File: src/rtl/tlb_pkg.sv
// TLB shared definitions: entry count default, field widths, entry layout.
// Used by the TLB and by cp0 when it builds entries for TLBWI/TLBWR.
package tlb_pkg;

  localparam int TLBNUM_DEF = 16;
  localparam int VPN2_W     = 19;
  localparam int ASID_W     = 8;
  localparam int PFN_W      = 20;
  localparam int C_W        = 3;
  // Probe result miss flag sits just above the index bits.
  localparam int PMISS_BIT  = $clog2(TLBNUM_DEF);

  typedef struct packed {
    logic [PFN_W-1:0] pfn;
    logic [C_W-1:0]   c;
    logic             d;
    logic             v;
  } page_t;

  typedef struct packed {
    logic [VPN2_W-1:0] vpn2;
    logic [ASID_W-1:0] asid;
    logic              g;
    page_t             pg0;
    page_t             pg1;
  } tlb_entry_t;

endpackage

File: src/rtl/tlb_match.sv
// One entry comparator: present, vpn2 equal, and global or asid equal.
// Ports: entry present/vpn2/asid/g, query vpn2/asid -> hit.
module tlb_match
  import tlb_pkg::*;
(
  input  logic              present,
  input  logic [VPN2_W-1:0] e_vpn2,
  input  logic [ASID_W-1:0] e_asid,
  input  logic              e_g,
  input  logic [VPN2_W-1:0] vpn2,
  input  logic [ASID_W-1:0] asid,
  output logic              hit
);

  assign hit = present
             && (e_vpn2 == vpn2)
             && (e_g || (e_asid == asid));

endmodule

File: src/rtl/tlb.sv
// TLB: two registered search ports, registered probe, write, flush,
// combinational read port. Async active-low reset on control state only.
module tlb
  import tlb_pkg::*;
#(
  parameter int TLBNUM       = TLBNUM_DEF,
  parameter int TLBNUM_WIDTH = $clog2(TLBNUM)
) (
  input  logic                    clk,
  input  logic                    reset,
  input  logic                    s0_valid,
  input  logic [VPN2_W-1:0]       s0_vpn2,
  input  logic                    s0_odd_page,
  input  logic [ASID_W-1:0]       s0_asid,
  output logic                    s0_done,
  output logic                    s0_found,
  output logic [TLBNUM_WIDTH-1:0] s0_index,
  output logic [PFN_W-1:0]        s0_pfn,
  output logic [C_W-1:0]          s0_c,
  output logic                    s0_d,
  output logic                    s0_v,
  input  logic                    s1_valid,
  input  logic [VPN2_W-1:0]       s1_vpn2,
  input  logic                    s1_odd_page,
  input  logic [ASID_W-1:0]       s1_asid,
  output logic                    s1_done,
  output logic                    s1_found,
  output logic [TLBNUM_WIDTH-1:0] s1_index,
  output logic [PFN_W-1:0]        s1_pfn,
  output logic [C_W-1:0]          s1_c,
  output logic                    s1_d,
  output logic                    s1_v,
  input  logic                    p_req,
  input  logic [VPN2_W-1:0]       p_vpn2,
  input  logic [ASID_W-1:0]       p_asid,
  output logic                    p_done,
  output logic [TLBNUM_WIDTH:0]   p_result,
  input  logic                    we,
  input  logic [TLBNUM_WIDTH-1:0] w_index,
  input  logic [VPN2_W-1:0]       w_vpn2,
  input  logic [ASID_W-1:0]       w_asid,
  input  logic                    w_g,
  input  logic [PFN_W-1:0]        w_pfn0,
  input  logic [C_W-1:0]          w_c0,
  input  logic                    w_d0,
  input  logic                    w_v0,
  input  logic [PFN_W-1:0]        w_pfn1,
  input  logic [C_W-1:0]          w_c1,
  input  logic                    w_d1,
  input  logic                    w_v1,
  input  logic [TLBNUM_WIDTH-1:0] r_index,
  output logic [VPN2_W-1:0]       r_vpn2,
  output logic [ASID_W-1:0]       r_asid,
  output logic                    r_g,
  output logic [PFN_W-1:0]        r_pfn0,
  output logic [C_W-1:0]          r_c0,
  output logic                    r_d0,
  output logic                    r_v0,
  output logic [PFN_W-1:0]        r_pfn1,
  output logic [C_W-1:0]          r_c1,
  output logic                    r_d1,
  output logic                    r_v1,
  input  logic                    flush
);

  localparam int NP = 3;

  logic [TLBNUM-1:0] present_q, present_d;
  tlb_entry_t        ent_q [TLBNUM];
  tlb_entry_t        ent_d [TLBNUM];

  always_comb begin
    present_d = present_q;
    ent_d     = ent_q;
    if (we) begin
      ent_d[w_index] = '{w_vpn2, w_asid, w_g,
                         '{w_pfn0, w_c0, w_d0, w_v0},
                         '{w_pfn1, w_c1, w_d1, w_v1}};
    end
    // Flush wins over a same-cycle write; payload still lands.
    if (flush) present_d = '0;
    else if (we) present_d[w_index] = 1'b1;
  end

  always_ff @(posedge clk) begin
    ent_q <= ent_d;
  end

  logic [VPN2_W-1:0] q_vpn2 [NP];
  logic [ASID_W-1:0] q_asid [NP];
  logic [TLBNUM-1:0] hit    [NP];

  assign q_vpn2[0] = s0_vpn2;
  assign q_vpn2[1] = s1_vpn2;
  assign q_vpn2[2] = p_vpn2;
  assign q_asid[0] = s0_asid;
  assign q_asid[1] = s1_asid;
  assign q_asid[2] = p_asid;

  for (genvar p = 0; p < NP; p++) begin : g_port
    for (genvar i = 0; i < TLBNUM; i++) begin : g_ent
      tlb_match u_match (
        .present (present_q[i]),
        .e_vpn2  (ent_q[i].vpn2),
        .e_asid  (ent_q[i].asid),
        .e_g     (ent_q[i].g),
        .vpn2    (q_vpn2[p]),
        .asid    (q_asid[p]),
        .hit     (hit[p][i])
      );
    end
  end

  // {found, index}; lowest index wins, index is 0 on a miss.
  function automatic logic [TLBNUM_WIDTH:0] penc(
    input logic [TLBNUM-1:0] h
  );
    logic [TLBNUM_WIDTH:0] r;
    r = '0;
    for (int i = TLBNUM - 1; i >= 0; i--) begin
      if (h[i]) r = {1'b1, i[TLBNUM_WIDTH-1:0]};
    end
    return r;
  endfunction

  logic [TLBNUM_WIDTH:0] enc [NP];

  always_comb begin
    for (int p = 0; p < NP; p++) enc[p] = penc(hit[p]);
  end

  logic [1:0]              s_val, s_odd;
  logic [1:0]              s_done_q, s_done_d;
  logic [1:0]              s_found_q, s_found_d;
  logic [TLBNUM_WIDTH-1:0] s_idx_q [2];
  logic [TLBNUM_WIDTH-1:0] s_idx_d [2];
  page_t                   s_pg_q  [2];
  page_t                   s_pg_d  [2];
  logic                    p_done_q, p_done_d;
  logic [TLBNUM_WIDTH:0]   p_result_q, p_result_d;

  assign s_val = {s1_valid, s0_valid};
  assign s_odd = {s1_odd_page, s0_odd_page};

  always_comb begin
    for (int p = 0; p < 2; p++) begin
      s_done_d[p]  = s_val[p];
      s_found_d[p] = s_found_q[p];
      s_idx_d[p]   = s_idx_q[p];
      s_pg_d[p]    = s_pg_q[p];
      if (s_val[p]) begin
        s_found_d[p] = enc[p][TLBNUM_WIDTH];
        s_idx_d[p]   = enc[p][TLBNUM_WIDTH-1:0];
        s_pg_d[p]    = '0;
        if (enc[p][TLBNUM_WIDTH]) begin
          s_pg_d[p] = s_odd[p]
                    ? ent_q[enc[p][TLBNUM_WIDTH-1:0]].pg1
                    : ent_q[enc[p][TLBNUM_WIDTH-1:0]].pg0;
        end
      end
    end
    p_done_d   = p_req;
    p_result_d = p_result_q;
    if (p_req) begin
      p_result_d = {~enc[2][TLBNUM_WIDTH],
                    enc[2][TLBNUM_WIDTH-1:0]};
    end
  end

  always_ff @(posedge clk or negedge reset) begin
    if (!reset) begin
      present_q  <= '0;
      s_done_q   <= '0;
      s_found_q  <= '0;
      for (int p = 0; p < 2; p++) begin
        s_idx_q[p] <= '0;
        s_pg_q[p]  <= '0;
      end
      p_done_q   <= 1'b0;
      p_result_q <= {1'b1, {TLBNUM_WIDTH{1'b0}}};
    end else begin
      present_q  <= present_d;
      s_done_q   <= s_done_d;
      s_found_q  <= s_found_d;
      for (int p = 0; p < 2; p++) begin
        s_idx_q[p] <= s_idx_d[p];
        s_pg_q[p]  <= s_pg_d[p];
      end
      p_done_q   <= p_done_d;
      p_result_q <= p_result_d;
    end
  end

  assign s0_done  = s_done_q[0];
  assign s0_found = s_found_q[0];
  assign s0_index = s_idx_q[0];
  assign s0_pfn   = s_pg_q[0].pfn;
  assign s0_c     = s_pg_q[0].c;
  assign s0_d     = s_pg_q[0].d;
  assign s0_v     = s_pg_q[0].v;
  assign s1_done  = s_done_q[1];
  assign s1_found = s_found_q[1];
  assign s1_index = s_idx_q[1];
  assign s1_pfn   = s_pg_q[1].pfn;
  assign s1_c     = s_pg_q[1].c;
  assign s1_d     = s_pg_q[1].d;
  assign s1_v     = s_pg_q[1].v;
  assign p_done   = p_done_q;
  assign p_result = p_result_q;

  assign r_vpn2 = ent_q[r_index].vpn2;
  assign r_asid = ent_q[r_index].asid;
  assign r_g    = ent_q[r_index].g;
  assign r_pfn0 = ent_q[r_index].pg0.pfn;
  assign r_c0   = ent_q[r_index].pg0.c;
  assign r_d0   = ent_q[r_index].pg0.d;
  assign r_v0   = ent_q[r_index].pg0.v;
  assign r_pfn1 = ent_q[r_index].pg1.pfn;
  assign r_c1   = ent_q[r_index].pg1.c;
  assign r_d1   = ent_q[r_index].pg1.d;
  assign r_v1   = ent_q[r_index].pg1.v;

endmodule

File: config.mk
export PLATFORM = sky130hd
export DESIGN_NAME = tlb
export DESIGN_NICKNAME = d
export VERILOG_FILES = /design/src/rtl/tlb_pkg.sv /design/src/rtl/tlb_match.sv /design/src/rtl/tlb.sv
export SDC_FILE = /design/constraint.sdc
export NUM_CORES = 2
export LEC_CHECK = 0
export BUFFER_PORTS_ARGS = -buffer_cell sky130_fd_sc_hd__buf_2
export CORE_ASPECT_RATIO = 1.5
export CORE_UTILIZATION = 55
export CTS_CLUSTER_SIZE = 40
export DETAILED_ROUTE_END_ITERATION = 16
export HOLD_SLACK_MARGIN = 0.05
export PLACE_DENSITY = 0.75
export SLEW_MARGIN = 20
export SYNTH_ARGS = -nofsm -noshare
export SYNTH_HDL_FRONTEND = slang
export SYNTH_SLANG_ARGS = --single-unit
File: constraint.sdc
create_clock -name clk -period 4.1 [get_ports clk]
set_clock_uncertainty 0.15 [all_clocks]
set_input_delay 0.41 -clock clk [delete_from_list [all_inputs] [get_ports clk]]
set_output_delay 0.41 -clock clk [all_outputs]
set_load 0.01 [all_outputs]
==> results.json, run 1 <==
{
  "syn_area_per_cell_um2": 13.0,
  "dp_slack_ns": -1.78,
  "synth.lib_cells_used.distinct": 91,
  "ios": 322,
  "edff_count_synth": 1248,
  "synth.ff_latch_count": 1332,
  "fp.dieW_um": 318,
  "grt_max_degree": 80,
  "globalRoute.totalOverflow": 200,
  "hpwl_um": 328000,
  "clockRootBuffer": "sky130_fd_sc_hd__clkbuf_16",
  "grt_pass1_wl_um": 728000,
  "vias_in_the_first_global_route": 86800,
  "yosys_warnings": 0,
  "track_usage_pct": 70.1,
  "post_synth_instance_area_mm2": 0.0822,
  "core.rowCount": 173,
  "htree_levels": 4,
  "flow.first_error": "[ERROR GRT-0116] Global routing finished with congestion. Check the congestion regions in the DRC Viewer.",
  "tritoncts.num_buffers": 135,
  "outcome": "stopped before the end",
  "ys_dominant_reg_cell": "sky130_fd_sc_hd__edfxtp_1",
  "synth-seq-area-share_pct": 48.2,
  "step_where_the_flow_halted": "global routing",
  "share_of_synthesized_registers_carrying_an_async_set_or_reset_pct": 6.31,
  "place_area_mm2": 0.0997,
  "syn_nets": 6489,
  "cts_buffer_depth": 3,
  "floorplan.initialDensity_pct": 55.4,
  "clock-sinks": 1332,
  "dp.cells": 9830,
  "dieHeight_um": 475,
  "portBuffers": 321,
  "cells_after_synthesis": 6313,
  "globalplace.congestion": 1.19
}
## Yosys cell counts, types with 12 or more instances
cell type / count / area, um^2
sky130_fd_sc_hd__a31oi_1: 30 / 188
sky130_fd_sc_hd__buf_6: 47 / 529
sky130_fd_sc_hd__edfxtp_1: 1248 / 37500
sky130_fd_sc_hd__mux4_2: 419 / 9440
sky130_fd_sc_hd__mux2i_1: 515 / 5150
sky130_fd_sc_hd__o21ai_0: 89 / 445
sky130_fd_sc_hd__clkbuf_1: 192 / 721
sky130_fd_sc_hd__xor2_1: 961 / 8420
sky130_fd_sc_hd__a32o_1: 26 / 260
sky130_fd_sc_hd__a211oi_1: 25 / 188
sky130_fd_sc_hd__o31ai_1: 47 / 353
sky130_fd_sc_hd__nor4_1: 358 / 2240
sky130_fd_sc_hd__nor4b_1: 31 / 272
sky130_fd_sc_hd__or4_1: 62 / 465
sky130_fd_sc_hd__nand4b_1: 33 / 289
sky130_fd_sc_hd__buf_1: 50 / 188
sky130_fd_sc_hd__a311oi_1: 13 / 114
sky130_fd_sc_hd__mux2_2: 58 / 653
sky130_fd_sc_hd__buf_2: 121 / 606
sky130_fd_sc_hd__nor2_1: 257 / 965
sky130_fd_sc_hd__a221oi_1: 27 / 236
sky130_fd_sc_hd__a21oi_1: 138 / 691
sky130_fd_sc_hd__a211o_1: 16 / 140
sky130_fd_sc_hd__a2111oi_0: 14 / 123
sky130_fd_sc_hd__o211ai_1: 39 / 293
sky130_fd_sc_hd__mux4_1: 13 / 342
sky130_fd_sc_hd__o22ai_1: 22 / 138
sky130_fd_sc_hd__nand2_1: 373 / 1400
sky130_fd_sc_hd__o221a_2: 20 / 225
sky130_fd_sc_hd__nand2b_1: 15 / 93.8
sky130_fd_sc_hd__buf_4: 46 / 345
sky130_fd_sc_hd__or3_1: 16 / 100
sky130_fd_sc_hd__a2bb2oi_1: 12 / 105
sky130_fd_sc_hd__nand4_1: 135 / 845
sky130_fd_sc_hd__o221ai_1: 59 / 517
sky130_fd_sc_hd__xnor2_1: 335 / 2930
sky130_fd_sc_hd__nor3_1: 22 / 110
sky130_fd_sc_hd__nand3_1: 154 / 771
sky130_fd_sc_hd__a21o_1: 20 / 150
sky130_fd_sc_hd__dfrtp_1: 83 / 2080
sky130_fd_sc_hd__o41ai_2: 19 / 309
sky130_fd_sc_hd__inv_1: 41 / 154
## per-stage QoR
stage / hold slack, ns / utilization (%)
3_3_place_gp: 0.310 / 67.2
2_1_floorplan: -0.0356 / -
4_1_cts: 0.0535 / 73.4
3_5_place_dp: 0.316 / 67.2
## repair_timing
item / 4_1_cts
setup endpoints to repair: 54
endpoints found under the hold margin: 1004
setup buffers: 99
gates cloned: 20
resized for setup: 418
hold buffers: 64
pin swaps: 122
## per-layer routing
layer,GRT overflow,GRT usage [%]
met5,0,9.14
met4,85,75.4
met3,0,45.9
met2,114,93.0
met1,1,69.7
## logic make-up after synthesis
group | count (synthesis) | share of synthesized area [%]
and+or+nand+nor | 1498 | 9.57
buffers and inverters | 507 | 3.28
xor gates and xnor gates | 1296 | 13.8
AOI/OAI and AO/OA | 675 | 6.19
DFF | 1332 | 48.2
muxes | 1005 | 19.0
==> run 2: changes to the inputs <==
--- a/config.mk
+++ b/config.mk
@@ -6,12 +6,9 @@
 export NUM_CORES = 2
 export LEC_CHECK = 0
 export BUFFER_PORTS_ARGS = -buffer_cell sky130_fd_sc_hd__buf_2
-export CORE_ASPECT_RATIO = 1.5
-export CORE_UTILIZATION = 55
-export CTS_CLUSTER_SIZE = 40
+export CORE_UTILIZATION = 40
 export DETAILED_ROUTE_END_ITERATION = 16
-export HOLD_SLACK_MARGIN = 0.05
-export PLACE_DENSITY = 0.75
+export PLACE_DENSITY_LB_ADDON = 0.15
 export SLEW_MARGIN = 20
 export SYNTH_ARGS = -nofsm -noshare
 export SYNTH_HDL_FRONTEND = slang
==> constraint.sdc (replaced) <==
create_clock -name clk -period 5.3 [get_ports clk]
set_clock_uncertainty 0.15 [all_clocks]
set_input_delay 0.53 -clock clk [delete_from_list [all_inputs] [get_ports clk]]
set_output_delay 0.53 -clock clk [all_outputs]
set_load 0.01 [all_outputs]
==> results.json, run 2 <==
{
  "portBuffers": 321,
  "antenna_violations_before_repair": 43,
  "core.rowCount": 165,
  "timing.critical_path.fanout_max": 21,
  "hold_class": "input port to flop",
  "min_cycle_time_layout_ns": 5.23,
  "grt_pass1_wl_um": 562000,
  "dp.cells": 9689,
  "criticalPathCategory": "flop to flop",
  "final-seq-area_mm2": 0.0396,
  "synth.lib_cells_used.distinct": 91,
  "yosys_warnings": 0,
  "final.hold.worst_slack_ns": 0.0503,
  "layout_nets": 7426,
  "power.sequential.fraction_pct": 45.7,
  "yosysMostFrequentCell": "sky130_fd_sc_hd__edfxtp_1",
  "power.ir.vdd_worst_v": 0.000335,
  "hold_path_depth": 1,
  "power.switching_fraction_pct": 27.1,
  "first_iter_violations": 10400,
  "post_synth_instance_area_mm2": 0.0822,
  "antenna_left": 0,
  "drive_gt1_share_pct": 27.5,
  "timing.fmax_mhz": 191,
  "dieHeight_um": 455,
  "drc": 0,
  "multi_input_area_mm2": 0.0405,
  "synth-seq-area-share_pct": 48.2,
  "holdPathEnd": "ent_q[451]$_DFFE_PP_",
  "cts_tree": "built",
  "finalSetupViolations": 0,
  "finalHoldViolations": 0,
  "routed-via-count": 67500,
  "yosys.area.top_type": "sky130_fd_sc_hd__edfxtp_1",
  "worst-endpoint-arrival_ns": 5.85,
  "globalRoute.totalOverflow": 0,
  "worst_reg_to_reg_cells": 16,
  "crit_reg_reg_endpoint": "s1_pfn[14]$_DFFE_PN0P_",
  "cts.reportedPaths.clkPinSlew_ns": 0.06,
  "viasPerCell": 6.70,
  "clock-sinks": 1332,
  "ys_dominant_reg_cell": "sky130_fd_sc_hd__edfxtp_1",
  "total_leakage_power_uw": 0.0343,
  "grt_setup_unrepaired": "yes",
  "wire_per_inst_um": 42.0,
  "clockRootBuffer": "sky130_fd_sc_hd__clkbuf_16",
  "fp.dieW_um": 455,
  "switching_power_uw": 7090,
  "critPathLaunchType": "flop",
  "outcome": "completed",
  "insertion_delay_ns": 0.85,
  "max-slew-margin-rel_pct": 17.5,
  "layout.core_utilization_pct": 49.0,
  "power.clock.fraction_pct": 42.3,
  "final_min_period_over_clock_period_pct": 98.7,
  "htree_levels": 4,
  "critPathRequiredTime_ns": 5.92,
  "vias_in_the_first_global_route": 64000,
  "postLayoutSetupSlackWorst_ns": 0.0697,
  "hpwl_um": 305000,
  "yosys.area.top_type_share_pct": 45.6,
  "power.combinational.fraction_pct": 11.9,
  "number_of_standard_cells_in_the_final_layout_excluding_fillers": 10100,
  "syn2layout_area_growth_pct": 21.0,
  "floorplan.initialDensity_pct": 40.4,
  "fp.dieArea_mm2": 0.207,
  "max_flop_register": "ent_q",
  "drt_first_pass_iters": 6,
  "tightest_pin_transition_ns": 1.23,
  "cap_viol_max_count": 0,
  "layout_commonest_cell": "sky130_fd_sc_hd__edfxtp_1",
  "critPathSlowestCell": "sky130_fd_sc_hd__xnor2_1",
  "globalplace.congestion": 1.09,
  "final.fill_count": 18000,
  "drt_total_wl_um": 423000,
  "reg2reg_slack_ns": 0.07,
  "path_cells": "xnor2_1 -> nor4b_1 -> nand3_1 -> or4_1 -> o211ai_1 -> a311oi_1 -> buf_4 -> o32ai_4 -> buf_12 -> buf_12 -> buf_4 -> a31oi_1 -> a32o_1 -> a311oi_1 -> buf_4 -> a32o_1",
  "crit-reg2reg-launch": "ent_q[74]$_DFFE_PP_",
  "timing.critical_path.mode_cell": "sky130_fd_sc_hd__buf_4",
  "worst_path_largest_cell_delay_ns": 0.65,
  "ios": 322,
  "synth.top_cells.by_count": "sky130_fd_sc_hd__edfxtp_1 (1,248), sky130_fd_sc_hd__xor2_1 (961), sky130_fd_sc_hd__mux2i_1 (515), sky130_fd_sc_hd__mux4_2 (419), sky130_fd_sc_hd__nand2_1 (373)",
  "dp_slack_ns": -0.482,
  "syn_nets": 6489,
  "placeableCoreArea_mm2": 0.203,
  "track_usage_pct": 40.0,
  "cell_internal_pwr_uw": 19100,
  "hp-start": "w_vpn2[2]",
  "worst_setup_end_kind": "flop",
  "cts_post_setup_buffers_inserted": 0,
  "cellPowerDensity_mw_per_mm2": 264,
  "flip_flop_count_of_the_largest_register_all_copies_and_words_added": 1248,
  "cts_buffer_depth": 3,
  "edff_count_synth": 1248,
  "final_max_slew_viol_count": 0,
  "synth.ff_latch_count": 1332,
  "syn_area_per_cell_um2": 13.0,
  "share_of_synthesized_registers_carrying_an_async_set_or_reset_pct": 6.31,
  "grt_max_degree": 80,
  "highest_count_cells_in_the_layout_ignoring_fill_and_taps": "sky130_fd_sc_hd__edfxtp_1 (1,248), sky130_fd_sc_hd__xor2_1 (961), sky130_fd_sc_hd__buf_4 (690)",
  "synth.top_cells.by_area": "sky130_fd_sc_hd__edfxtp_1 (46%), sky130_fd_sc_hd__mux4_2 (11%), sky130_fd_sc_hd__xor2_1 (10%), sky130_fd_sc_hd__mux2i_1 (6.3%), sky130_fd_sc_hd__xnor2_1 (3.6%)",
  "tritoncts.num_buffers": 157,
  "cells_after_synthesis": 6313
}
-- run 2: kinds of logic after synthesis --
kind of cell	after synthesis	share of synthesized area (%)
AO/OA/AOI/OAI	675	6.19
XOR/XNOR	1296	13.8
buffers and inverters	507	3.28
flip-flops	1332	48.2
multiplexers	1005	19.0
AND/OR/NAND/NOR	1498	9.57
-- run 2: power groups by stage --
stage               clock [uW]  combinational (uW)  sequential (uW)
CTS                      11200                3030            12000
global placement             0                2960            12200
floorplan                    0                1560            12100
global route             11500                3180            12000
finish                   11100                3130            12000
detailed placement           0                2960            12200
-- run 2: final cells by class --
class                           instances  area share, %
Inverter                               42          0.159
Clock inverter                        100           1.06
Sequential cell                      1332           39.8
Antenna cell                           27         0.0679
Multi-Input combinational cell       4474           40.7
Tap cell                             2672           3.36
Clock buffer                          185           4.10
Timing Repair Buffer                 1243           10.8
-- run 2: what timing repair did --
action                     4_1_cts  5_1_grt
setup endpoints to repair        3       33
gates resized for setup          3       22
hold buffers                    74        0
hold endpoints to repair      1114        0
pin swaps                        0        1
-- run 2: worst max path at each step --
stage	startpoint	endpoint
CTS	ent_q[135]$_DFFE_PP_	s0_pfn[9]$_DFFE_PN0P_
global route	ent_q[135]$_DFFE_PP_	s0_pfn[9]$_DFFE_PN0P_
floorplan	w_index[0]	ent_q[546]$_DFFE_PP_
finish	ent_q[74]$_DFFE_PP_	s1_pfn[14]$_DFFE_PN0P_
global placement	s0_asid[2]	s0_c[2]$_DFFE_PN0P_
detailed placement	s1_asid[6]	s1_pfn[5]$_DFFE_PN0P_
-- run 2: routing by layer --
| metal | track usage [%] | up-vias | routed length (um) |
|---|---|---|---|
| li1 | - | 26600 | - |
| met5 | 0 | - | 265 |
| met1 | 55.8 | 34700 | 172000 |
| met2 | 55.8 | 5157 | 173000 |
| met3 | 13.7 | 1085 | 55300 |
| met4 | 18.1 | 32 | 22900 |
-- run 2: critical path, delay by kind of cell (launching register included) --
| family | cells | cell delay [ns] |
|---|---|---|
| xor gates and xnor gates | 1 | 0.65 |
| and+or+nand+nor | 3 | 1.00 |
| AOI/OAI and AO/OA | 7 | 1.78 |
| buffers and inverters | 5 | 1.07 |
| DFF | 1 | 0.50 |
-- run 2: stage by stage --
| step | area (um^2) | setup TNS [ns] | power (uW) |
|---|---|---|---|
| final | 99400 | 0 | 26200 |
| after global routing | 99400 | -0.0129 | 26700 |
| after CTS | 99300 | 0 | 26200 |
| after detailed placement | 93400 | -3.84 | 15100 |
| after global placement | 93400 | -4.71 | 15100 |
| after floorplan | 82200 | 0 | 13700 |
Note: power is estimated with default switching activity, not from simulation.
